**src/rtl/iir_pkg.sv**
```systemverilog
// ----------------------------------------------------------------------------
// iir_pkg
// Shared definitions for the multi-channel biquad section:
//   - FSM state encoding
//   - coefficient select codes (cfg_sel)
//   - power-on coefficient set applied to every channel
//   - output saturate / wrap helpers
// ----------------------------------------------------------------------------
package iir_pkg;

    typedef enum logic [2:0] {
        ST_IDLE = 3'd0,
        ST_MAC0 = 3'd1,
        ST_MAC1 = 3'd2,
        ST_MAC2 = 3'd3,
        ST_MAC3 = 3'd4,
        ST_MAC4 = 3'd5,
        ST_RES  = 3'd6,
        ST_OUT  = 3'd7
    } iir_state_e;

    localparam logic [2:0] SEL_B0 = 3'd0;
    localparam logic [2:0] SEL_B1 = 3'd1;
    localparam logic [2:0] SEL_B2 = 3'd2;
    localparam logic [2:0] SEL_A1 = 3'd3;
    localparam logic [2:0] SEL_A2 = 3'd4;

    localparam int NTAP = 5;

    // Order matches the tap order b0, b1, b2, a1, a2.
    localparam int COEF_DEF [NTAP] = '{30, 40, 30, 707, -212};

    // Clamp v to a signed dw-bit range when sat_en is set, otherwise pass it
    // through (the caller keeps only the low dw bits, i.e. wraps).
    function automatic logic signed [63:0] sat_or_wrap(input logic signed [63:0] v,
                                                       input int              dw,
                                                       input logic            sat_en);
        logic signed [63:0] hi;
        logic signed [63:0] lo;
        logic signed [63:0] r;
        hi = (64'sd1 <<< (dw - 1)) - 64'sd1;
        lo = -(64'sd1 <<< (dw - 1));
        if (sat_en && (v > hi)) begin
            r = hi;
        end else if (sat_en && (v < lo)) begin
            r = lo;
        end else begin
            r = v;
        end
        return r;
    endfunction

    // 1 when sat_or_wrap would clip v.
    function automatic logic sat_hit(input logic signed [63:0] v,
                                     input int              dw,
                                     input logic            sat_en);
        logic signed [63:0] hi;
        logic signed [63:0] lo;
        hi = (64'sd1 <<< (dw - 1)) - 64'sd1;
        lo = -(64'sd1 <<< (dw - 1));
        return sat_en && ((v > hi) || (v < lo));
    endfunction

endpackage

```
**src/rtl/iir_mac_unit.sv**
```systemverilog
// ----------------------------------------------------------------------------
// iir_mac_unit
// Registered signed multiplier feeding an ACCW-bit accumulator.
//   clk, rst  : clock, synchronous active-low reset
//   clr       : clear accumulator and product register on the next edge
//   en        : register a*b on the next edge (otherwise the product reg is 0)
//   a, b      : signed operands
//   acc       : accumulator including the pending product (acc_q + prod_q),
//               so the last tap is visible one cycle after it is presented
// ----------------------------------------------------------------------------
module iir_mac_unit #(
    parameter int AW   = 12,
    parameter int BW   = 12,
    parameter int ACCW = 32
) (
    input  logic                   clk,
    input  logic                   rst,
    input  logic                   clr,
    input  logic                   en,
    input  logic signed [AW-1:0]   a,
    input  logic signed [BW-1:0]   b,
    output logic signed [ACCW-1:0] acc
);

    logic signed [AW+BW-1:0] prod_q;
    logic signed [AW+BW-1:0] prod_d;
    logic signed [ACCW-1:0]  acc_q;
    logic signed [ACCW-1:0]  acc_d;

    // Next product and accumulator values.
    always_comb begin
        prod_d = '0;
        acc_d  = acc_q;
        if (en) begin
            prod_d = a * b;
        end else begin
            prod_d = '0;
        end
        if (clr) begin
            acc_d  = '0;
            prod_d = '0;
        end else begin
            acc_d = acc_q + ACCW'(prod_q);
        end
    end

    // Product and accumulator registers.
    always_ff @(posedge clk) begin
        if (!rst) begin
            prod_q <= '0;
            acc_q  <= '0;
        end else begin
            prod_q <= prod_d;
            acc_q  <= acc_d;
        end
    end

    assign acc = acc_q + ACCW'(prod_q);

endmodule

```
**src/rtl/iir_biquad_mc.sv**
```systemverilog
// ----------------------------------------------------------------------------
// iir_biquad_mc
// Time-multiplexed multi-channel biquad: y = b0*x + b1*x1 + b2*x2 + a1*y1 + a2*y2,
// scaled by >>> SHIFT and saturated (SAT_EN=1) or wrapped to DW_OUT bits.
// One shared MAC evaluates the five taps in MAC0..MAC4; history and
// coefficients are held per channel.
//   clk, rst                : clock, synchronous active-low reset
//   in_valid/in_ready       : input handshake; in_ch / in_data sample
//   out_valid/out_ready     : output handshake; out_ch / out_data / out_sat
//   cfg_we/cfg_ch/cfg_sel/  : coefficient write (sel 0..4 = b0,b1,b2,a1,a2)
//   cfg_data
// ----------------------------------------------------------------------------
module iir_biquad_mc
    import iir_pkg::*;
#(
    parameter  int NCH    = 4,
    parameter  int DW_IN  = 12,
    parameter  int DW_OUT = 8,
    parameter  int CW     = 12,
    parameter  int ACCW   = 32,
    parameter  int SHIFT  = 11,
    parameter  int SAT_EN = 1,
    localparam int CHW    = (NCH > 1) ? $clog2(NCH) : 1
) (
    input  logic                     clk,
    input  logic                     rst,
    input  logic                     in_valid,
    output logic                     in_ready,
    input  logic [CHW-1:0]           in_ch,
    input  logic signed [DW_IN-1:0]  in_data,
    output logic                     out_valid,
    input  logic                     out_ready,
    output logic [CHW-1:0]           out_ch,
    output logic signed [DW_OUT-1:0] out_data,
    output logic                     out_sat,
    input  logic                     cfg_we,
    input  logic [CHW-1:0]           cfg_ch,
    input  logic [2:0]               cfg_sel,
    input  logic signed [CW-1:0]     cfg_data
);

    localparam int             OPW   = (DW_IN > DW_OUT) ? DW_IN : DW_OUT;
    localparam logic [CHW:0]   NCH_L = (CHW + 1)'(NCH);

    iir_state_e               state_q, state_d;
    logic signed [DW_IN-1:0]  x_q, x_d;
    logic [CHW-1:0]           ch_q, ch_d;
    logic                     bad_q, bad_d;
    logic signed [CW-1:0]     w_q [NTAP];
    logic signed [CW-1:0]     w_d [NTAP];
    logic signed [CW-1:0]     coef_q [NCH][NTAP];
    logic signed [CW-1:0]     coef_d [NCH][NTAP];
    logic signed [DW_IN-1:0]  x1_q [NCH];
    logic signed [DW_IN-1:0]  x1_d [NCH];
    logic signed [DW_IN-1:0]  x2_q [NCH];
    logic signed [DW_IN-1:0]  x2_d [NCH];
    logic signed [DW_OUT-1:0] y1_q [NCH];
    logic signed [DW_OUT-1:0] y1_d [NCH];
    logic signed [DW_OUT-1:0] y2_q [NCH];
    logic signed [DW_OUT-1:0] y2_d [NCH];
    logic                     out_valid_q, out_valid_d;
    logic signed [DW_OUT-1:0] out_data_q, out_data_d;
    logic [CHW-1:0]           out_ch_q, out_ch_d;
    logic                     out_sat_q, out_sat_d;

    logic                     mac_clr_s;
    logic                     mac_en_s;
    logic signed [OPW-1:0]    op_a_s;
    logic signed [CW-1:0]     op_b_s;
    logic signed [ACCW-1:0]   acc_s;
    logic signed [ACCW-1:0]   acc_sh_s;
    logic signed [63:0]       acc_ext_s;
    logic signed [DW_OUT-1:0] y_s;
    logic                     y_sat_s;
    logic                     in_ch_ok_s;
    logic                     cfg_ok_s;

    iir_mac_unit #(
        .AW   (OPW),
        .BW   (CW),
        .ACCW (ACCW)
    ) u_mac (
        .clk (clk),
        .rst (rst),
        .clr (mac_clr_s),
        .en  (mac_en_s),
        .a   (op_a_s),
        .b   (op_b_s),
        .acc (acc_s)
    );

    assign in_ch_ok_s = ({1'b0, in_ch} < NCH_L);
    assign cfg_ok_s   = ({1'b0, cfg_ch} < NCH_L) && (cfg_sel <= SEL_A2);
    assign acc_sh_s   = acc_s >>> SHIFT;
    assign acc_ext_s  = 64'(acc_sh_s);
    assign y_s        = DW_OUT'(sat_or_wrap(acc_ext_s, DW_OUT, SAT_EN != 0));
    assign y_sat_s    = sat_hit(acc_ext_s, DW_OUT, SAT_EN != 0);

    // Next-state, tap operand selection and history / coefficient updates.
    always_comb begin
        state_d     = state_q;
        x_d         = x_q;
        ch_d        = ch_q;
        bad_d       = bad_q;
        w_d         = w_q;
        coef_d      = coef_q;
        x1_d        = x1_q;
        x2_d        = x2_q;
        y1_d        = y1_q;
        y2_d        = y2_q;
        out_valid_d = out_valid_q;
        out_data_d  = out_data_q;
        out_ch_d    = out_ch_q;
        out_sat_d   = out_sat_q;
        mac_clr_s   = 1'b0;
        mac_en_s    = 1'b0;
        op_a_s      = '0;
        op_b_s      = '0;

        // The bank is written in any state; the working set w_q shields an
        // in-flight sample from the change.
        if (cfg_we && cfg_ok_s) begin
            coef_d[cfg_ch][cfg_sel] = cfg_data;
        end else begin
            coef_d = coef_q;
        end

        case (state_q)
            ST_IDLE: begin
                mac_clr_s = 1'b1;
                if (in_valid) begin
                    x_d     = in_data;
                    ch_d    = in_ch;
                    bad_d   = !in_ch_ok_s;
                    state_d = ST_MAC0;
                    for (int k = 0; k < NTAP; k++) begin
                        w_d[k] = in_ch_ok_s ? coef_q[in_ch][k] : '0;
                    end
                end else begin
                    state_d = ST_IDLE;
                end
            end
            ST_MAC0: begin
                // An out-of-range channel is swallowed: no taps, no output.
                if (bad_q) begin
                    state_d = ST_IDLE;
                end else begin
                    mac_en_s = 1'b1;
                    op_a_s   = OPW'(x_q);
                    op_b_s   = w_q[0];
                    state_d  = ST_MAC1;
                end
            end
            ST_MAC1: begin
                mac_en_s = 1'b1;
                op_a_s   = OPW'(x1_q[ch_q]);
                op_b_s   = w_q[1];
                state_d  = ST_MAC2;
            end
            ST_MAC2: begin
                mac_en_s = 1'b1;
                op_a_s   = OPW'(x2_q[ch_q]);
                op_b_s   = w_q[2];
                state_d  = ST_MAC3;
            end
            ST_MAC3: begin
                mac_en_s = 1'b1;
                op_a_s   = OPW'(y1_q[ch_q]);
                op_b_s   = w_q[3];
                state_d  = ST_MAC4;
            end
            ST_MAC4: begin
                mac_en_s = 1'b1;
                op_a_s   = OPW'(y2_q[ch_q]);
                op_b_s   = w_q[4];
                state_d  = ST_RES;
            end
            ST_RES: begin
                out_valid_d  = 1'b1;
                out_data_d   = y_s;
                out_ch_d     = ch_q;
                out_sat_d    = y_sat_s;
                x2_d[ch_q]   = x1_q[ch_q];
                x1_d[ch_q]   = x_q;
                y2_d[ch_q]   = y1_q[ch_q];
                y1_d[ch_q]   = y_s;
                state_d      = ST_OUT;
            end
            ST_OUT: begin
                if (out_ready) begin
                    out_valid_d = 1'b0;
                    state_d     = ST_IDLE;
                end else begin
                    state_d = ST_OUT;
                end
            end
            default: begin
                state_d = ST_IDLE;
            end
        endcase
    end

    // State, working set, history, coefficient bank and output registers.
    always_ff @(posedge clk) begin
        if (!rst) begin
            state_q     <= ST_IDLE;
            x_q         <= '0;
            ch_q        <= '0;
            bad_q       <= 1'b0;
            out_valid_q <= 1'b0;
            out_data_q  <= '0;
            out_ch_q    <= '0;
            out_sat_q   <= 1'b0;
            for (int k = 0; k < NTAP; k++) begin
                w_q[k] <= '0;
            end
            for (int c = 0; c < NCH; c++) begin
                x1_q[c] <= '0;
                x2_q[c] <= '0;
                y1_q[c] <= '0;
                y2_q[c] <= '0;
                for (int k = 0; k < NTAP; k++) begin
                    coef_q[c][k] <= CW'(COEF_DEF[k]);
                end
            end
        end else begin
            state_q     <= state_d;
            x_q         <= x_d;
            ch_q        <= ch_d;
            bad_q       <= bad_d;
            w_q         <= w_d;
            coef_q      <= coef_d;
            x1_q        <= x1_d;
            x2_q        <= x2_d;
            y1_q        <= y1_d;
            y2_q        <= y2_d;
            out_valid_q <= out_valid_d;
            out_data_q  <= out_data_d;
            out_ch_q    <= out_ch_d;
            out_sat_q   <= out_sat_d;
        end
    end

    assign in_ready  = rst && (state_q == ST_IDLE);
    assign out_valid = out_valid_q;
    assign out_data  = out_data_q;
    assign out_ch    = out_ch_q;
    assign out_sat   = out_sat_q;

endmodule

```
**config.mk**
```make
export PLATFORM = sky130hd
export DESIGN_NAME = iir_biquad_mc
export DESIGN_NICKNAME = d
export VERILOG_FILES = /design/src/rtl/iir_pkg.sv /design/src/rtl/iir_mac_unit.sv /design/src/rtl/iir_biquad_mc.sv
export SDC_FILE = /design/constraint.sdc
export NUM_CORES = 2
export LEC_CHECK = 0
export BUFFER_PORTS_ARGS = -buffer_cell sky130_fd_sc_hd__buf_2
export CAP_MARGIN = 20
export CORE_MARGIN = 3
export CORE_UTILIZATION = 56
export CTS_BUF_LIST = sky130_fd_sc_hd__clkbuf_2 sky130_fd_sc_hd__clkbuf_4 sky130_fd_sc_hd__clkbuf_8
export CTS_CLUSTER_SIZE = 16
export DETAILED_ROUTE_END_ITERATION = 6
export PLACE_DENSITY = 0.75
export SYNTH_ARGS = -nofsm -noshare
export SYNTH_HDL_FRONTEND = slang
export SYNTH_SLANG_ARGS = --single-unit
export TNS_END_PERCENT = 50
```
**constraint.sdc**
```tcl
create_clock -name clk -period 6.8 [get_ports clk]
set_clock_uncertainty 0.15 [all_clocks]
set_input_delay 1.36 -clock clk [delete_from_list [all_inputs] [get_ports clk]]
set_output_delay 1.36 -clock clk [all_outputs]
set_load 0.05 [all_outputs]
```
* Yosys cells after proc, flatten, opt, wreduce, memory -nomap -nowiden
Cells that the tools add are included.
** Cells by class
- Add/sub/neg operators :: 1
- Multipliers :: 1
- Magnitude comparators :: 10
- Eq/ne operators :: 8
- Multiplexer cells :: 39
- Bitwise gates (word level) :: 6
- Reductions and logical operators :: 13
** Operator list (count)
- $bwmux 240 :: 1
- $mux 60 :: 3
- $bmux 60 s2 :: 1
- $demux 60 s2 :: 1
- $pmux 12 s5 :: 2
- $bwmux 48 :: 2
- $mux 12 :: 6
- $bwmux 32 :: 2
- $mux 8 :: 7
- $bmux 12 s2 :: 2
- $demux 12 s3 :: 1
- $add 32x24->32 :: 1
- $bmux 8 s2 :: 2
- $demux 12 s2 :: 1
- $mul 12x12->24 :: 1
- $pmux 3 s8 :: 1
- $gt 21x8->1 const B :: 1
- $lt 21x8->1 const B :: 1
- $demux 8 s2 :: 1
- $eq 3x3->1 const B :: 4
- $ge 3x3->1 const B :: 3
- $not 2->3 :: 3
- $eq 3x2->1 const B :: 2
- $lt 3x1->1 const B :: 2
- other kinds (18) :: 27
** Storage, ports and cells
- Register bits :: 545
- Input bits :: 36
- Output and inout bits :: 13
- Word-level logic and storage cells :: 128

* Depth between registers and ports, before layout
- Depth in word-level cells :: 8
- Depth in mapped cells :: 32
- Gate-level depth less buffers :: 28

* Modules after synthesis
From an unflattened synthesis, not the netlist that was laid out.
** Second synthesis, totals
- Cells, all modules :: 3398
- Area, all modules :: 30415.4 um2
** Modules (own cells, without submodules)
- iir_biquad_mc :: times used 1, cells each 2376, area an instance 21543.2 um2, seq. area each 9789.4 um2
- iir_mac_unit :: times used 1, cells each 1022, area an instance 8872.3 um2, seq. area each 1121.1 um2

* Worst setup path after synthesis
OpenSTA, ideal clock, no wires.
- Kind :: reg-to-reg
- From :: register ch_q[0]
- To :: register u_mac.prod_q[21]
- Library setup time :: 0.128 ns
- Arrival :: 6.847 ns
- Data required time :: 6.522 ns
- Slack :: -0.325 ns
- Stages on the path, launching flop included :: 28
- Buffers on the path :: 4
- Period minus slack after synthesis :: 7.125 ns
- Path through :: dfxtp_1 clkbuf_1 buf_2 buf_2 mux4_2 a22oi_1 o21ai_0 clkbuf_1 and2_1 fa_1 ha_1 fa_1 inv_1 fa_1 fa_1 inv_1 ha_1 nor2b_1 o21ai_0 a21boi_0 o21ai_0 nand2b_1 a31o_2 a41oi_1 a21oi_1 a311oi_1 xor2_1 nor2_1
** On the way
- Longest elaborated chain between the ends :: 6
** Ends and longest elaborated chain
- from (decl) :: RTL line iir_biquad_mc.sv:47 : logic [CHW-1:0] ch_q, ch_d;
- from (signal assigned) :: RTL line iir_biquad_mc.sv:229 : ch_q <= ch_d;
- $not 2->3 (not written as such) *
- $bmux 8 s2 (tied with other cells) :: RTL line iir_biquad_mc.sv:174 : op_a_s = OPW'(y2_q[ch_q]);
- $mux 8 (not written as such) (tied with other cells) (2 in a row) :: RTL line iir_biquad_mc.sv:174
- $pmux 12 s5 * :: RTL line iir_biquad_mc.sv:128 : case (state_q)
- $mul 12x12->24 * :: RTL line iir_mac_unit.sv:35 : prod_d = a * b;
- to (signal assigned) :: RTL line iir_mac_unit.sv:53 : prod_q <= prod_d;
- to (decl) :: RTL line iir_mac_unit.sv:25 : logic signed [AW+BW-1:0] prod_q;
Every way passes the cells marked *; elsewhere a longest branch is shown, timed or not. The select of a mux whose other input is x is not followed.
A chain may end at the register's enable or synchronous reset.

* Worst setup path in the final report
- From :: register ch_q[0]
- To :: register u_mac.prod_q[22]
The elaborated chain is that of the path after synthesis.

==> results.py <==
metrics = {
    "outcome": {
        "status": "completed",
    },
    "die": {
        "coreArea_um2": 52800,
        "fp.dieW_um": 237,
        "die_h_um": 237,
        "io_pins": 49,
        "rows": 84,
        "initial_core_util": 0.567,
        "die-area_um2": 56300,
    },
    "worst_setup_path": {
        "timing_worst_setup_path_type": "register to register",
        "crit_required_ns": 7.17,
        "crit_path_start_kind": "register",
        "setup.worst_path.end_class": "register",
        "cp_max_fo": 11,
        "arrival_ns": 6.99,
    },
    "min_path": {
        "holdCritPathClass": "register to register",
    },
    "global_route": {
        "grt_max_degree": 324,
        "grt_usage": 0.279,
        "grt_antenna_before_repair": 2,
        "overflow": 0,
        "grt_pass1_vias": 24700,
        "grt_pass1_wl_um": 128000,
    },
    "clocking": {
        "clk_pin_slew_ns": 0.06,
        "cts_hold_buffers": 0,
        "cts_tree": "built",
        "clock_path_buffers": 3,
        "clock_sinks": 545,
        "h-tree-depth": 3,
        "clock_latency_ns": 0.71,
        "root_buffer": "clkbuf_8",
        "numCtsBuffers": 89,
    },
    "yosys": {
        "synth_top_cell_area_share": 0.364,
        "synth.most_common_cell": "nand2_1",
        "yosysSeqAreaShare": 0.364,
        "yosys_warnings": 0,
        "synth_seq_cells": 545,
        "synth_fp_nets": 3626,
        "synth.top_cells.by_count": "nand2_1, dfxtp_1, a21boi_0",
        "synthArstFlopShare": 0,
        "synth_edf_count": 0,
        "synth-main-ff-cell": "dfxtp_1",
        "avgSynthCellArea_um2": 8.89,
        "postSynthCellCount": 3369,
        "synth.distinct_cells": 62,
        "synth_area_leader_cell": "dfxtp_1",
        "synth_area_leaders": "dfxtp_1, nand2_1, fa_1, mux4_2, a21boi_0",
        "syn-cell-area_um2": 29900,
    },
    "final_layout": {
        "drive_gt1_frac": 0.148,
        "nFillCells": 4326,
        "nets": 3665,
        "area_delta_synth_final_pct": 11.7,
        "final_util": 0.634,
        "stdcell_count": 4163,
    },
    "sta": {
        "setup_violations": 0,
        "rsz0062_at_grt": "true",
        "hold_violations": 0,
        "maxClockFrequency_mhz": 151,
        "slew_viol_final": 0,
        "period_share": 0.972,
        "slew_headroom": 0.0590,
        "worst_pin_slew_ns": 1.41,
        "period_needed_ns": 6.61,
    },
    "pwr": {
        "ir_drop_mv": 0.185,
        "power_mw": 6.86,
        "power_density_nw_per_um2": 205,
        "leakage_nw": 13.1,
    },
    "run": {
        "drv_cap": 0,
    },
    "detailed_routing": {
        "route.final.wire_length_um": 77800,
        "dr.pass1.iters": 6,
        "viasPerCell": 5.72,
        "wl_per_cell_um": 18.7,
        "num_vias": 23800,
        "drt_iter0_markers": 1913,
        "ant_nets": 0,
        "drc": 0,
    },
    "placed_design": {
        "hpwl_um": 52700,
        "gp_congestion": 0.928,
        "placed_cells": 3990,
        "portBuffers": 48,
    },
}
==> kinds of logic after synthesis <==
family | Yosys count | share of synthesized area
XOR/XNOR | 50 | 0.0146
AND/OR/NAND/NOR | 1342 | 0.196
adder cells (fa/ha/maj) | 221 | 0.127
AO/OA/AOI/OAI | 563 | 0.128
buffers and inverters | 430 | 0.0545
multiplexers | 218 | 0.115
flip-flops | 545 | 0.364
==> final cells by class <==
| type | instances | area, µm² | area share |
|---|---|---|---|
| Antenna cell | 2 | 5.00 | 0.000150 |
| Clock buffer | 140 | 1750 | 0.0524 |
| Clock inverter | 16 | 198 | 0.00591 |
| Inverter | 195 | 732 | 0.0219 |
| Multi-Input combinational cell | 2394 | 17600 | 0.526 |
| Sequential cell | 545 | 10900 | 0.326 |
| Tap cell | 688 | 861 | 0.0257 |
| Timing Repair Buffer | 183 | 1400 | 0.0418 |
==> critical path, stage by stage, from the launching register on <==
cell and delay, ns:
dfxtp_4 0.43, buf_12 0.15, buf_12 0.13, mux4_2 0.56, a22oi_2 0.20, nor2_1 0.06, a21oi_1 0.15, buf_4 0.18
nand2b_1 0.08, fa_1 0.50, fa_1 0.55, inv_1 0.07, fa_1 0.49, fa_1 0.55, inv_1 0.05, fa_1 0.52
inv_1 0.06, ha_4 0.27, nand2_1 0.05, o21a_1 0.18, o211a_1 0.26, a211oi_2 0.30, nor2_1 0.08, a21oi_1 0.18
xnor2_1 0.15, nor2_1 0.05
==> routing by layer <==
metal	wire (µm)	GRT usage
met1	31300	0.348
met2	38500	0.486
met3	5240	0.0509
met4	2720	0.106
met5	0	0
==> final timing paths <==
| kind | startpoint | to | slack (ns) | cells past startpoint |
|---|---|---|---|---|
| worst max-delay path | ch_q[0]$_SDFFE_PN0P_ | u_mac.prod_q[22]$_SDFF_PP0_ | 0.19 | 25 |
| worst min-delay path | coef_q[137]$_SDFFE_PN0P_ | coef_q[137]$_SDFFE_PN0P_ | 0.31 | 2 |
| worst max register to register | ch_q[0]$_SDFFE_PN0P_ | u_mac.prod_q[22]$_SDFF_PP0_ | 0.19 | 25 |
| worst min register to register | coef_q[137]$_SDFFE_PN0P_ | coef_q[137]$_SDFFE_PN0P_ | 0.31 | 2 |
==> registers in the layout, summed over array words and instances, names as in the netlist, 2 cells and up <==
name          count
ch_q              2
coef_q          240
out_ch            2
out_data          8
state_q           3
u_mac.acc_q      32
u_mac.prod_q     24
w_q              60
x1_q             48
x2_q             48
x_q              12
y1_q             32
y2_q             32
==> report_power, final <==
part / switching, mW / internal (mW) / total, mW
combinational: 0.325 / 0.186 / 0.510
clock: 1.35 / 1.73 / 3.08
sequential: 0.0374 / 3.23 / 3.27
total: 1.71 / 5.15 / 6.86
==> cell usage in the layout (no fill, tap or decap), types with 15 or more instances in the layout <==
cell type  Yosys  final
xnor2_1       34     34
nand2_1      837    835
and2_1        29     28
a21oi_1      127    125
clkbuf_8       0    112
mux2i_1      112    112
o21a_1        20     18
xor2_1        16     16
a21o_1        15     15
nand2b_1      16     16
mux4_2       100    100
nor2b_1      108    105
clkbuf_4       0     28
buf_4          1    124
o21ai_0       54     47
fa_1         140    138
dfxtp_1      545    541
ha_1          81     77
nand3_1      122    122
inv_1        195    194
nor2_1       158    157
buf_2         11     46
a21boi_0     271    270
==> stage by stage <==
stage / setup TNS (ns) / hold slack (ns) / cell area [µm²] / setup slack (ns)
floorplan: 0 / 0.285 / 29900 / 0.00732
global placement: -0.163 / 0.295 / 31200 / -0.152
detailed placement: -0.709 / 0.301 / 31200 / -0.256
CTS: 0 / 0.316 / 33200 / 0.0105
global route: -0.118 / 0.328 / 33400 / -0.0329
finish: 0 / 0.315 / 33400 / 0.189
==> repair_timing <==
| action | CTS | global route |
|---|---|---|
| endpoints found under the setup margin | 8 | 9 |
| resized for setup | 10 | 38 |
| pin swaps | 3 | 21 |
| buffers inserted | 5 | 9 |
Power figures use the tool's default switching activity.
